`src/rtl/prog_loader.sv`:
```
// prog_loader: receives a program as a byte stream, packs byte pairs into
// 9-bit instructions, writes them into the instruction RAM, and then
// sequences the processor through init (cpu_start), run and halt.
// The header carries the instruction count in little-endian byte order.
// A_W is assumed to lie between 8 and 15 so the count high byte carries
// bits A_W:8.
module prog_loader #(
    parameter int A_W          = 10,
    parameter int I_W          = 9,
    parameter int START_CYCLES = 2
) (
    input  logic           CLK,
    input  logic           reset,
    input  logic           load_req,
    input  logic [7:0]     rx_data,
    input  logic           rx_valid,
    output logic           rx_ready,
    output logic           inst_wr_en,
    output logic [A_W-1:0] inst_wr_addr,
    output logic [I_W-1:0] inst_wr_data,
    output logic           cpu_start,
    input  logic           cpu_halt,
    output logic           busy,
    output logic           done,
    output logic           error,
    output logic [A_W:0]   inst_count
);

    localparam logic [3:0] IDLE    = 4'd0;
    localparam logic [3:0] HDR_LO  = 4'd1;
    localparam logic [3:0] HDR_HI  = 4'd2;
    localparam logic [3:0] INST_LO = 4'd3;
    localparam logic [3:0] INST_HI = 4'd4;
    localparam logic [3:0] START   = 4'd5;
    localparam logic [3:0] RUN     = 4'd6;
    localparam logic [3:0] DONE    = 4'd7;
    localparam logic [3:0] ERR     = 4'd8;

    // Start counter is wide enough to reach START_CYCLES; in RUN it is
    // reused as a "first cycle already seen" flag.
    localparam int SC_W = (START_CYCLES < 1) ? 1 : $clog2(START_CYCLES + 1);
    localparam logic [SC_W-1:0] SC_LAST = SC_W'(START_CYCLES);
    localparam logic [SC_W-1:0] SC_ONE  = SC_W'(1);
    localparam logic [A_W:0]    PTR_ONE = (A_W+1)'(1);
    localparam logic [A_W:0]    MAX_COUNT = PTR_ONE << A_W;

    logic [3:0]      state_q, state_d;
    logic [7:0]      cnt_lo_q, cnt_lo_d;
    logic [A_W:0]    count_q, count_d;
    logic [7:0]      lo_byte_q, lo_byte_d;
    logic [A_W:0]    wptr_q, wptr_d;
    logic [SC_W-1:0] start_cnt_q, start_cnt_d;
    logic            wr_en_q, wr_en_d;
    logic [A_W-1:0]  wr_addr_q, wr_addr_d;
    logic [I_W-1:0]  wr_data_q, wr_data_d;

    logic            byte_acc;
    logic [A_W:0]    hdr_count;
    logic [7:0]      hdr_extra;
    logic [A_W:0]    wptr_inc;
    logic            hdr_bad;

    // rx_ready depends on state only, so a waiting byte never influences it.
    assign rx_ready = (state_q == HDR_LO) || (state_q == HDR_HI) ||
                      (state_q == INST_LO) || (state_q == INST_HI);
    assign byte_acc = rx_valid && rx_ready;

    // Status decode: the processor is held in init everywhere except while
    // it runs or sits halted after a good load.
    assign cpu_start = !((state_q == RUN) || (state_q == DONE));
    assign busy      = !((state_q == IDLE) || (state_q == DONE) || (state_q == ERR));
    assign done      = (state_q == DONE);
    assign error     = (state_q == ERR);

    assign inst_wr_en   = wr_en_q;
    assign inst_wr_addr = wr_addr_q;
    assign inst_wr_data = wr_data_q;
    assign inst_count   = count_q;

    // Header decode: count high bits come from the low bits of the byte;
    // any bit above them makes the header malformed.
    assign hdr_count = {rx_data[A_W-8:0], cnt_lo_q};
    assign hdr_extra = rx_data >> (A_W - 7);
    assign hdr_bad   = (hdr_extra != 8'd0) || (hdr_count == '0) || (hdr_count > MAX_COUNT);
    assign wptr_inc  = wptr_q + PTR_ONE;

    // Next-state and datapath decode for the loader/run sequencer.
    always_comb begin
        state_d     = state_q;
        cnt_lo_d    = cnt_lo_q;
        count_d     = count_q;
        lo_byte_d   = lo_byte_q;
        wptr_d      = wptr_q;
        start_cnt_d = start_cnt_q;
        wr_en_d     = 1'b0;
        wr_addr_d   = wr_addr_q;
        wr_data_d   = wr_data_q;

        case (state_q)
            IDLE, DONE, ERR: begin
                if (load_req) begin
                    state_d     = HDR_LO;
                    wptr_d      = '0;
                    start_cnt_d = '0;
                end
            end
            HDR_LO: begin
                if (byte_acc) begin
                    cnt_lo_d = rx_data;
                    state_d  = HDR_HI;
                end
            end
            HDR_HI: begin
                if (byte_acc) begin
                    count_d = hdr_count;
                    state_d = hdr_bad ? ERR : INST_LO;
                end
            end
            INST_LO: begin
                if (byte_acc) begin
                    lo_byte_d = rx_data;
                    state_d   = INST_HI;
                end
            end
            INST_HI: begin
                if (byte_acc) begin
                    if (rx_data[7:1] != 7'd0) begin
                        // Malformed high byte: drop the instruction entirely.
                        state_d = ERR;
                    end else begin
                        wr_en_d   = 1'b1;
                        wr_addr_d = wptr_q[A_W-1:0];
                        wr_data_d = {rx_data[0], lo_byte_q};
                        wptr_d    = wptr_inc;
                        if (wptr_inc == count_q) begin
                            state_d     = START;
                            start_cnt_d = '0;
                        end else begin
                            state_d = INST_LO;
                        end
                    end
                end
            end
            START: begin
                // First START cycle carries the last write strobe; the
                // following START_CYCLES cycles keep the PC in init.
                if (start_cnt_q == SC_LAST) begin
                    state_d     = RUN;
                    start_cnt_d = '0;
                end else begin
                    start_cnt_d = start_cnt_q + SC_ONE;
                end
            end
            RUN: begin
                // Halt may still be stale from a previous run in the first
                // cycle, so it is only honoured from the second cycle on.
                if (start_cnt_q == '0) begin
                    start_cnt_d = SC_ONE;
                end else if (cpu_halt) begin
                    state_d = DONE;
                end
            end
            default: begin
                state_d = IDLE;
            end
        endcase
    end

    // State and datapath registers; reset is immediate and leaves the CPU held.
    always_ff @(posedge CLK or posedge reset) begin
        if (reset) begin
            state_q     <= IDLE;
            cnt_lo_q    <= '0;
            count_q     <= '0;
            lo_byte_q   <= '0;
            wptr_q      <= '0;
            start_cnt_q <= '0;
            wr_en_q     <= 1'b0;
            wr_addr_q   <= '0;
            wr_data_q   <= '0;
        end else begin
            state_q     <= state_d;
            cnt_lo_q    <= cnt_lo_d;
            count_q     <= count_d;
            lo_byte_q   <= lo_byte_d;
            wptr_q      <= wptr_d;
            start_cnt_q <= start_cnt_d;
            wr_en_q     <= wr_en_d;
            wr_addr_q   <= wr_addr_d;
            wr_data_q   <= wr_data_d;
        end
    end

endmodule

```
`config.mk`:
```
export PLATFORM = sky130hd
export DESIGN_NAME = prog_loader
export DESIGN_NICKNAME = d
export VERILOG_FILES = /design/src/rtl/prog_loader.sv
export SDC_FILE = /design/constraint.sdc
export NUM_CORES = 1
export LEC_CHECK = 0
export ABC_AREA = 1
export CAP_MARGIN = 20
export CORE_UTILIZATION = 40
export DETAILED_ROUTE_END_ITERATION = 12
export HOLD_SLACK_MARGIN = 0.05
export SLEW_MARGIN = 20
export SYNTH_ARGS = -nofsm -noshare
export SYNTH_HDL_FRONTEND = slang
export SYNTH_SLANG_ARGS = --single-unit
```
`constraint.sdc`:
```
create_clock -name CLK -period 3.75 [get_ports CLK]
set_clock_uncertainty 0.1 [all_clocks]
set_input_delay 0.5625 -clock CLK [delete_from_list [all_inputs] [get_ports CLK]]
set_output_delay 0.5625 -clock CLK [all_outputs]
set_load 0.02 [all_outputs]
```
# Word-level counts from Yosys, hierarchy flattened
# Cells that the tools add are included.
totals:
  ff_bits: 64
  input_bits: 13
  elab_cells: 86
  out_inout_bits: 36
op_classes:
  n_eq_ne: 21
  mux: 26
  addsub: 2
  reduce_logical: 26
  bitwise_logic: 1
  n_lt_le_gt_ge: 1
op_table:
  columns: ["operator", "n"]
  rows:
  - ["4-bit 2-to-1 mux", 10]
  - ["11-bit 2-to-1 mux", 3]
  - ["4-bit one-hot mux with 7 select lines", 1]
  - ["11-bit one-hot mux with 2 select lines", 1]
  - ["2-bit inequality test, second input constant", 9]
  - ["4-bit by 3-bit == test with 1-bit output, second input constant", 4]
  - ["2-bit 2-to-1 mux", 6]
  - ["11-bit by 1-bit adder with 11-bit output, second input constant", 1]
  - ["11-bit == test", 1]
  - ["11-bit greater-than comparator, second input constant", 1]
  - ["11-bit logical NOT", 1]
  - ["4-bit by 2-bit == test with 1-bit output, second input constant", 2]
  - ["1-bit logical OR", 8]
  - ["2-bit one-hot mux with 4 select lines", 1]
  - ["8-bit AND reduction", 1]
  - ["8-bit nonzero test", 1]
  - ["7-bit nonzero test", 1]
  - ["2-bit AND reduction", 3]
  - ["6-bit AND reduction", 1]
  - ["4-bit by 1-bit == test with 1-bit output, second input constant", 1]
  - ["4-bit == test, second input constant", 1]
  - ["4-bit logical NOT", 1]
  - ["2-bit by 1-bit inequality test with 1-bit output, second input constant", 2]
  - ["4-bit AND reduction", 1]
  - ["12 further kinds", 15]

# Longest topological paths before layout
# Gate-level depths: netlist of run 1.
depth:
  ltp_word: 7
  depth_mapped: 15

# Worst setup path before layout of run 1
# No wires, ideal clock.
synth_path:
  path_type: "flip-flop to flip-flop"
  start: "reg wptr_q[0]"
  end: "reg start_cnt_q[0]"
  t_required_ns: 3.533
  path_stages_with_launch: 15
  n_path_buf: 0
  path_slack_ns: 1.896
  t_arrival_ns: 1.638
  cell_sequence: "dfrtp_1 -> ha_1 -> nand2_2 -> nor2_4 -> nand2_1 -> nand2_1 -> a21oi_1 -> nor2_1 -> nand2_1 -> nor2_1 -> nand2_1 -> nand2_1 -> nand2_1 -> nand2_1 -> nand2_1"
synth_via:
  elab_chain_cells: 4
synth_rtl:
  columns: ["element", "line", "source"]
  rows:
  - ["start: declaration", "51", "logic [A_W:0] wptr_q, wptr_d;"]
  - ["start signal: assignment", "186", "wptr_q <= wptr_d;"]
  - ["11-bit by 1-bit adder with 11-bit output", "85", "assign wptr_inc = wptr_q + PTR_ONE;"]
  - ["11-bit == test", "135", "if (wptr_inc == count_q) begin"]
  - ["2-bit by 1-bit inequality test with 1-bit output (no line)", null, null]
  - ["6-bit AND reduction (no line)", null, null]
  - ["end signal: assignment", "187", "start_cnt_q <= start_cnt_d;"]
  - ["end: declaration", "52", "logic [SC_W-1:0] start_cnt_q, start_cnt_d;"]
# Every way passes these cells.
# A chain may end at the register's enable or synchronous reset.

# Final worst setup path of run 1
layout_path:
  start: "reg state_q[1]"
  end: "out rx_ready"
layout_via:
  elab_chain_cells: 4
  word_cells_on_any_way: 7
layout_rtl:
  columns: ["element", "line", "source"]
  rows:
  - ["start: declaration", "47", "logic [3:0] state_q, state_d;"]
  - ["start signal: assignment", "182", "state_q <= state_d;"]
  - ["4-bit by 1-bit == test with 1-bit output or 4-bit by 2-bit == test with 1-bit output (tied branches)", "64", "assign rx_ready = (state_q == HDR_LO) || (state_q == HDR_HI) ||"]
  - ["1-bit logical OR (2 in series)", "64", null]
  - ["1-bit logical OR *", "65", "(state_q == INST_LO) || (state_q == INST_HI);"]
  - ["end: declaration", "17", "output logic rx_ready,"]
# Every way passes the cells marked *; elsewhere a longest branch is shown, timed or not.

==> results of run 1 <==
==> Yosys cell counts <==
| master | n | share of area |
|---|---|---|
| or2_0 | 1 | 0.0020 |
| nand3_2 | 1 | 0.0032 |
| clkinv_1 | 1 | 0.0012 |
| nand3_1 | 30 | 0.048 |
| nand4_1 | 5 | 0.010 |
| nand2_2 | 2 | 0.0040 |
| inv_1 | 44 | 0.053 |
| o21ai_0 | 19 | 0.030 |
| dfrtp_1 | 64 | 0.51 |
| nand3b_1 | 2 | 0.0048 |
| mux2_4 | 2 | 0.0096 |
| a21oi_2 | 1 | 0.0028 |
| nor3_2 | 3 | 0.0096 |
| nor2_1 | 27 | 0.032 |
| mux2i_1 | 1 | 0.0032 |
| ha_1 | 1 | 0.0040 |
| o22ai_1 | 4 | 0.0080 |
| xnor2_1 | 1 | 0.0028 |
| clkbuf_1 | 2 | 0.0024 |
| nor2_4 | 2 | 0.0072 |
| nor3_1 | 2 | 0.0032 |
| o21ai_1 | 30 | 0.048 |
| nor4_1 | 1 | 0.0020 |
| buf_4 | 1 | 0.0024 |
| nand2_1 | 132 | 0.16 |
| xor2_1 | 3 | 0.0084 |
| nor2_2 | 3 | 0.0060 |
| a21oi_1 | 4 | 0.0064 |
| buf_2 | 7 | 0.011 |
| inv_2 | 7 | 0.0084 |
==> worst max-delay path, delay by kind of cell, from the launching register on <==
kind	cells	cell delay, ps
flip-flops	1	520
AND/OR/NAND/NOR	3	480
buffers and inverters	2	710
==> worst min-delay path by stage <==
stage / endpoint / cells after the start / slack (ps)
CTS: inst_wr_data[2]$_DFFE_PP0P_ / 2 / 380
global route: inst_wr_addr[9]$_DFFE_PP0P_ / 2 / 410
detailed placement: inst_wr_data[7]$_DFFE_PP0P_ / 2 / 360
global placement: inst_wr_data[7]$_DFFE_PP0P_ / 2 / 360
floorplan: inst_wr_data[0]$_DFFE_PP0P_ / 2 / 350
finish: inst_wr_data[2]$_DFFE_PP0P_ / 2 / 370
==> state kept, by name, indices dropped and copies added (netlist names) <==
| signal | flops |
|---|---|
| cnt_lo_q | 8 |
| inst_count | 11 |
| inst_wr_addr | 10 |
| inst_wr_data | 9 |
| inst_wr_en | 1 |
| lo_byte_q | 8 |
| start_cnt_q | 2 |
| state_q | 4 |
| wptr_q | 11 |
==> where the power goes <==
| group | switching [mW] | total (mW) | internal (mW) | leakage (nW) |
|---|---|---|---|---|
| Clock | 0.272 | 0.663 | 0.391 | 0.106 |
| Combinational | 0.469 | 0.799 | 0.330 | 0.921 |
| Sequential | 0.132 | 0.970 | 0.838 | 0.862 |
| Total | 0.873 | 2.43 | 1.56 | 1.89 |
==> per-stage QoR <==
stage	power [mW]	utilization	instance area (sq um)
after floorplan	1.48	-	3140
after global placement	1.77	0.501	3710
after detailed placement	1.79	0.501	3710
after CTS	2.45	0.531	3930
after global routing	2.61	0.531	3940
final	2.43	0.531	3940
==> area by class of cell <==
class                   instances  area [sq um]
repair buffers                 50           495
inverters                      52           196
multi-input cells             277          1300
fillers                       773          3470
flip-flops and latches         64          1600
clock inverters                 5          80.1
clock buffers                  11           141
well taps                      99           124
==> layer usage <==
layer | GRT usage | vias up | share of wire
met4 | 0.0524 | 0 | 0.0087
li1 | - | 1381 | -
met5 | 0 | - | 0
met3 | 0.0505 | 9 | 0.047
met1 | 0.243 | 1199 | 0.48
met2 | 0.318 | 70 | 0.47
==> cell families (layout without fill, tap and decap cells) <==
family / after synthesis / in the layout / synth area share
flops: 64 / 64 / 0.510
mux: 3 / 3 / 0.0127
simple gates: 211 / 211 / 0.289
buf+inv: 62 / 118 / 0.0780
compound gates: 58 / 58 / 0.0951
fa+ha+maj: 1 / 1 / 0.00398
xor+xnor: 4 / 4 / 0.0111
==> impl_metrics.yaml, run 1 <==
outcome:
  outcome: "complete, no violations"
floorplanning:
  fp-row-count: 31
  initial_core_util: 0.424
  core_area_sq_um: 7410
  fp.dieW_um: 90.6
  ios: 49
  die_h_um: 90.6
  fp.dieArea_sq_um: 8220
clock_network:
  cts_sinks: 64
  postCtsSetupRepairBufs: 0
  cts_made_buffers: 9
  cts_resized: 0
  clock_path_buffers: 2
  ctsHoldBuffers: 0
  htreeDepth: 3
  cts-root-buf: "clkbuf_8"
  cts_tree: "yes"
  clock_latency_ps: 350
  cts.clk_slew.worst_paths_ps: 70
synth:
  synth_nets: 417
  ys_ff_latch: 64
  yosysWarningCount: 0
  synthCells: 403
  avgSynthCellArea_sq_um: 7.80
  synthesis.area_sq_um: 3140
  ys_seq_area_frac: 0.510
  synth_cell_type_count: 30
timing:
  whs_ps: 371
  fin_crit_sh: 0.727
  slew_violations: 0
  setup_violations: 0
  worstMarginPinSlew_ps: 852
  layout_setup_ws_ps: 1020
  max_freq_mhz: 367
  period_minus_slack_ps: 2730
  grt_setup_unrepaired: "no"
  finalHoldViolCount: 0
  slew_headroom: 0.432
  setup_tns_ps: 0
setup_path:
  worstPathArrival_ps: 2060
  r2r-start: "state_q[1]$_DFFE_PP0P_"
  crit_fanout: 8
  cp_slowest_stage_delay_ps: 620
  startpoint: "state_q[1]$_DFFE_PP0P_"
  r2r_cells: 8
  r2r_slack_ps: 1510
  start_kind: "flip-flop"
  criticalPathCategory: "flip-flop to output pin"
  crit_path_cell_trace: "inv_2, nor3_2, nor2_1, nand2_1, clkdlybuf4s50_1"
  slowest_stage: "clkdlybuf4s50_1"
  reg2reg_to: "inst_wr_addr[8]$_DFFE_PP0P_"
  critPathRequiredTime_ps: 3090
  crit_end: "rx_ready"
  endpoint_kind: "output pin"
detailed_routing:
  drc: 0
  via_per_inst: 4.77
  vias: 2659
  drt-total-wl_mm: 7.20
  initialDrtViolationCount: 149
  drt.antenna.violating_nets: 0
  wl_per_cell_um: 12.9
  drtPass1Iterations: 5
min_path:
  hold_path.startpoint: "inst_wr_data[2]$_DFFE_PP0P_"
  min_path_type: "flip-flop to flip-flop"
placement:
  post-place-ws_ps: 825
  place_inst: 542
  port_buffers: 48
  place.gp.congestion: 0.897
  dpl.hpwl_mm: 5.22
final_layout:
  layout_commonest_cell: "nand2_1"
  fin_cells: 558
  n_antenna_cell: 0
  fin_nets: 468
  final_layout_size_suffix_gt1_frac: 0.0850
  syn_to_final_growth_pct: 25.2
  final_cell_mix: "132 x nand2_1, 64 x dfrtp_1, 48 x clkdlybuf4s50_1, 43 x inv_1"
global_route:
  antenna_found_initial: 0
  grt_overflow: 0
  grt_pass1_wl_mm: 12.4
  first_global_vias: 2611
  grt_max_degree: 50
  grt.total_usage: 0.191
run:
  maxCapViolCount: 0
power_and_ir_drop:
  p_leak_nw: 1.89
  ir_drop_mv: 0.267
  power_density_nw_per_um2: 618
No activity file was read; power rests on OpenSTA's default activity.
==> inputs of run 2 (changes only) <==
==> constraint.sdc (replaced) <==
create_clock -name CLK -period 2.3 [get_ports CLK]
set_clock_uncertainty 0.1 [all_clocks]
set_input_delay 0.345 -clock CLK [delete_from_list [all_inputs] [get_ports CLK]]
set_output_delay 0.345 -clock CLK [all_outputs]
set_load 0.02 [all_outputs]
==> run 2 against run 1 <==
Compared with the run above:
- register-to-register slack worse by 1200 ps
- sequential share of layout area is 0.51 points lower
- first-iteration DRC count is 2.0% higher
- design area is 1.3% higher
- highest routed layer unchanged
==> impl_metrics.yaml, run 2 (same netlist as run 1, synthesis figures left out) <==
clock_network:
  cts_tree: "yes"
  clock_path_buffers: 2
  cts_made_buffers: 9
  cts-root-buf: "clkbuf_8"
  cts.clk_slew.worst_paths_ps: 70
  clock_latency_ps: 340
  htreeDepth: 3
  cts_sinks: 64
timing:
  grt_setup_unrepaired: "no"
  worstMarginPinSlew_ps: 568
  slew_violations: 0
  max_freq_mhz: 465
  setup_tns_ps: 0
  finalHoldViolCount: 0
  period_minus_slack_ps: 2150
  setup_violations: 0
  fin_crit_sh: 0.935
  slew_headroom: 0.621
setup_path:
  crit_fanout: 4
  crit_buf_inv: 2
  crit_family: "buffers and inverters"
  worstPathArrival_ps: 1710
  start_kind: "flip-flop"
  r2r-start: "wptr_q[1]$_DFFE_PP0P_"
  endpoint_kind: "output pin"
  critPathRequiredTime_ps: 1860
  startpoint: "state_q[3]$_DFFE_PP0P_"
  slowest_stage: "clkdlybuf4s50_1"
  criticalPathCategory: "flip-flop to output pin"
  cp_slowest_stage_delay_ps: 590
  crit_path_cell_trace: "nor2_2, nand3_1, inv_1, clkdlybuf4s50_1"
power_and_ir_drop:
  power_frac_comb: 0.338
  sequentialPowerShare: 0.413
  p_leak_nw: 1.95
  power.clock.fraction: 0.248
  p_sw_frac: 0.368
  power.total_mw: 3.83
  power_density_nw_per_um2: 960
  ir_drop_mv: 0.482
  intPower_mw: 2.42
  switching_power_mw: 1.41
placement:
  port_buffers: 48
  dpl.hpwl_mm: 5.12
  place.gp.congestion: 0.944
floorplanning:
  die_h_um: 90.6
  initial_core_util: 0.424
  fp.dieArea_sq_um: 8220
  fp.dieW_um: 90.6
  core_area_sq_um: 7410
  fp-row-count: 31
  ios: 49
final_layout:
  n_antenna_cell: 0
  fin_nets: 475
  multi_input_area_sq_um: 1300
  final_cell_mix: "132 x nand2_1, 63 x dfrtp_1, 45 x clkdlybuf4s50_1, 43 x inv_1"
  seqCellArea_sq_um: 1600
  layout_commonest_cell: "nand2_1"
  final_layout_size_suffix_gt1_frac: 0.105
  nFillCells: 720
  syn_to_final_growth_pct: 26.9
detailed_routing:
  vias: 2715
  drtPass1Iterations: 4
  drt.antenna.violating_nets: 0
  initialDrtViolationCount: 152
  drt-total-wl_mm: 6.98
  via_per_inst: 4.81
  wl_per_cell_um: 12.4
  drc: 0
min_path:
  min_path_type: "primary input to asynchronous set/reset pin"
run:
  maxCapViolCount: 0
global_route:
  grt.total_usage: 0.194
  grt_overflow: 0
  grt_pass1_wl_mm: 12.4
  antenna_found_initial: 0
  first_global_vias: 2657
  grt_max_degree: 65
outcome:
  outcome: "complete, no violations"
run 2: cell count changes in the layout (fill, tap and decap cells not counted), sizes merged, moves of 2 or more:
| cell | change |
|---|---|
| buf | +7 |
| clkbuf | +2 |
| clkdlybuf4s50 | -3 |
| dlymetal6s2s | +2 |
| bufinv | -2 |
run 2: layout make-up:
cell class	count	area share
sequential	64	0.402
multi-input combinational	277	0.326
timing repair buffer	57	0.142
tap	99	0.0311
inverter	52	0.0489
clock buffer	13	0.0449
clock inverter	3	0.00596
run 2: worst paths after layout:
path	slack [ps]	to	cells past startpoint
max	150	done	4
min	290	inst_wr_addr[0]$_DFFE_PP0P_	3
max in group asynchronous	1520	state_q[1]$_DFFE_PP0P_	3
min reg2reg	370	inst_wr_data[1]$_DFFE_PP0P_	2
max reg2reg	300	start_cnt_q[1]$_DFFE_PP0P_	13
min in group CLK	370	inst_wr_data[1]$_DFFE_PP0P_	2
run 2: routing by layer:
layer / vias to the layer above / wire [um] / global-route usage
met4: 0 / 107 / 0.0780
li1: 1402 / - / -
met3: 10 / 345 / 0.0564
met1: 1241 / 3340 / 0.256
met2: 62 / 3190 / 0.299
met5: - / 0 / 0
run 2: tightest hold or removal path, delay by kind of cell:
family,cells,cell delay (ps)
buf+inv,3,770
run 2: metrics by stage:
step | util | area [sq um] | hold slack (ps) | setup WS, ps | std cells
3_5_place_dp | 0.510 | 3780 | 362 | 69.0 | 549
6_report | 0.538 | 3990 | 294 | 150 | 565
2_1_floorplan | - | 3140 | 349 | 257 | 403
3_3_place_gp | 0.510 | 3780 | 359 | 146 | 549
4_1_cts | 0.537 | 3980 | 298 | 30.1 | 565
5_1_grt | 0.538 | 3990 | 322 | 3.61 | 565
run 2: power groups by stage:
stage                     Clock, mW  Sequential (mW)  Combinational [mW]
after CTS                     0.983             1.58                1.31
after detailed placement          0             1.60                1.32
final                         0.951             1.58                1.29
after floorplan                   0             1.63               0.781
after global placement            0             1.60                1.31
after global routing           1.04             1.62                1.48
run 2: timing repair:
action                                  in CTS  in global routing
gates resized for setup                      2                  3
endpoints found under the setup margin       2                  4
setup buffers                                0                  0
hold buffers                                 0                  0
pin swaps                                    0                  1
endpoints found under the hold margin        0                  0
==> inputs of run 3 (changes only) <==
--- a/config.mk
+++ b/config.mk
@@ -10,7 +10,7 @@
 export CORE_UTILIZATION = 40
 export DETAILED_ROUTE_END_ITERATION = 12
 export HOLD_SLACK_MARGIN = 0.05
-export SLEW_MARGIN = 20
+export SLEW_MARGIN = 40
 export SYNTH_ARGS = -nofsm -noshare
 export SYNTH_HDL_FRONTEND = slang
 export SYNTH_SLANG_ARGS = --single-unit
==> results of run 3 <==
Same layout as run 2: the final DEF is identical, and so are final timing and power.
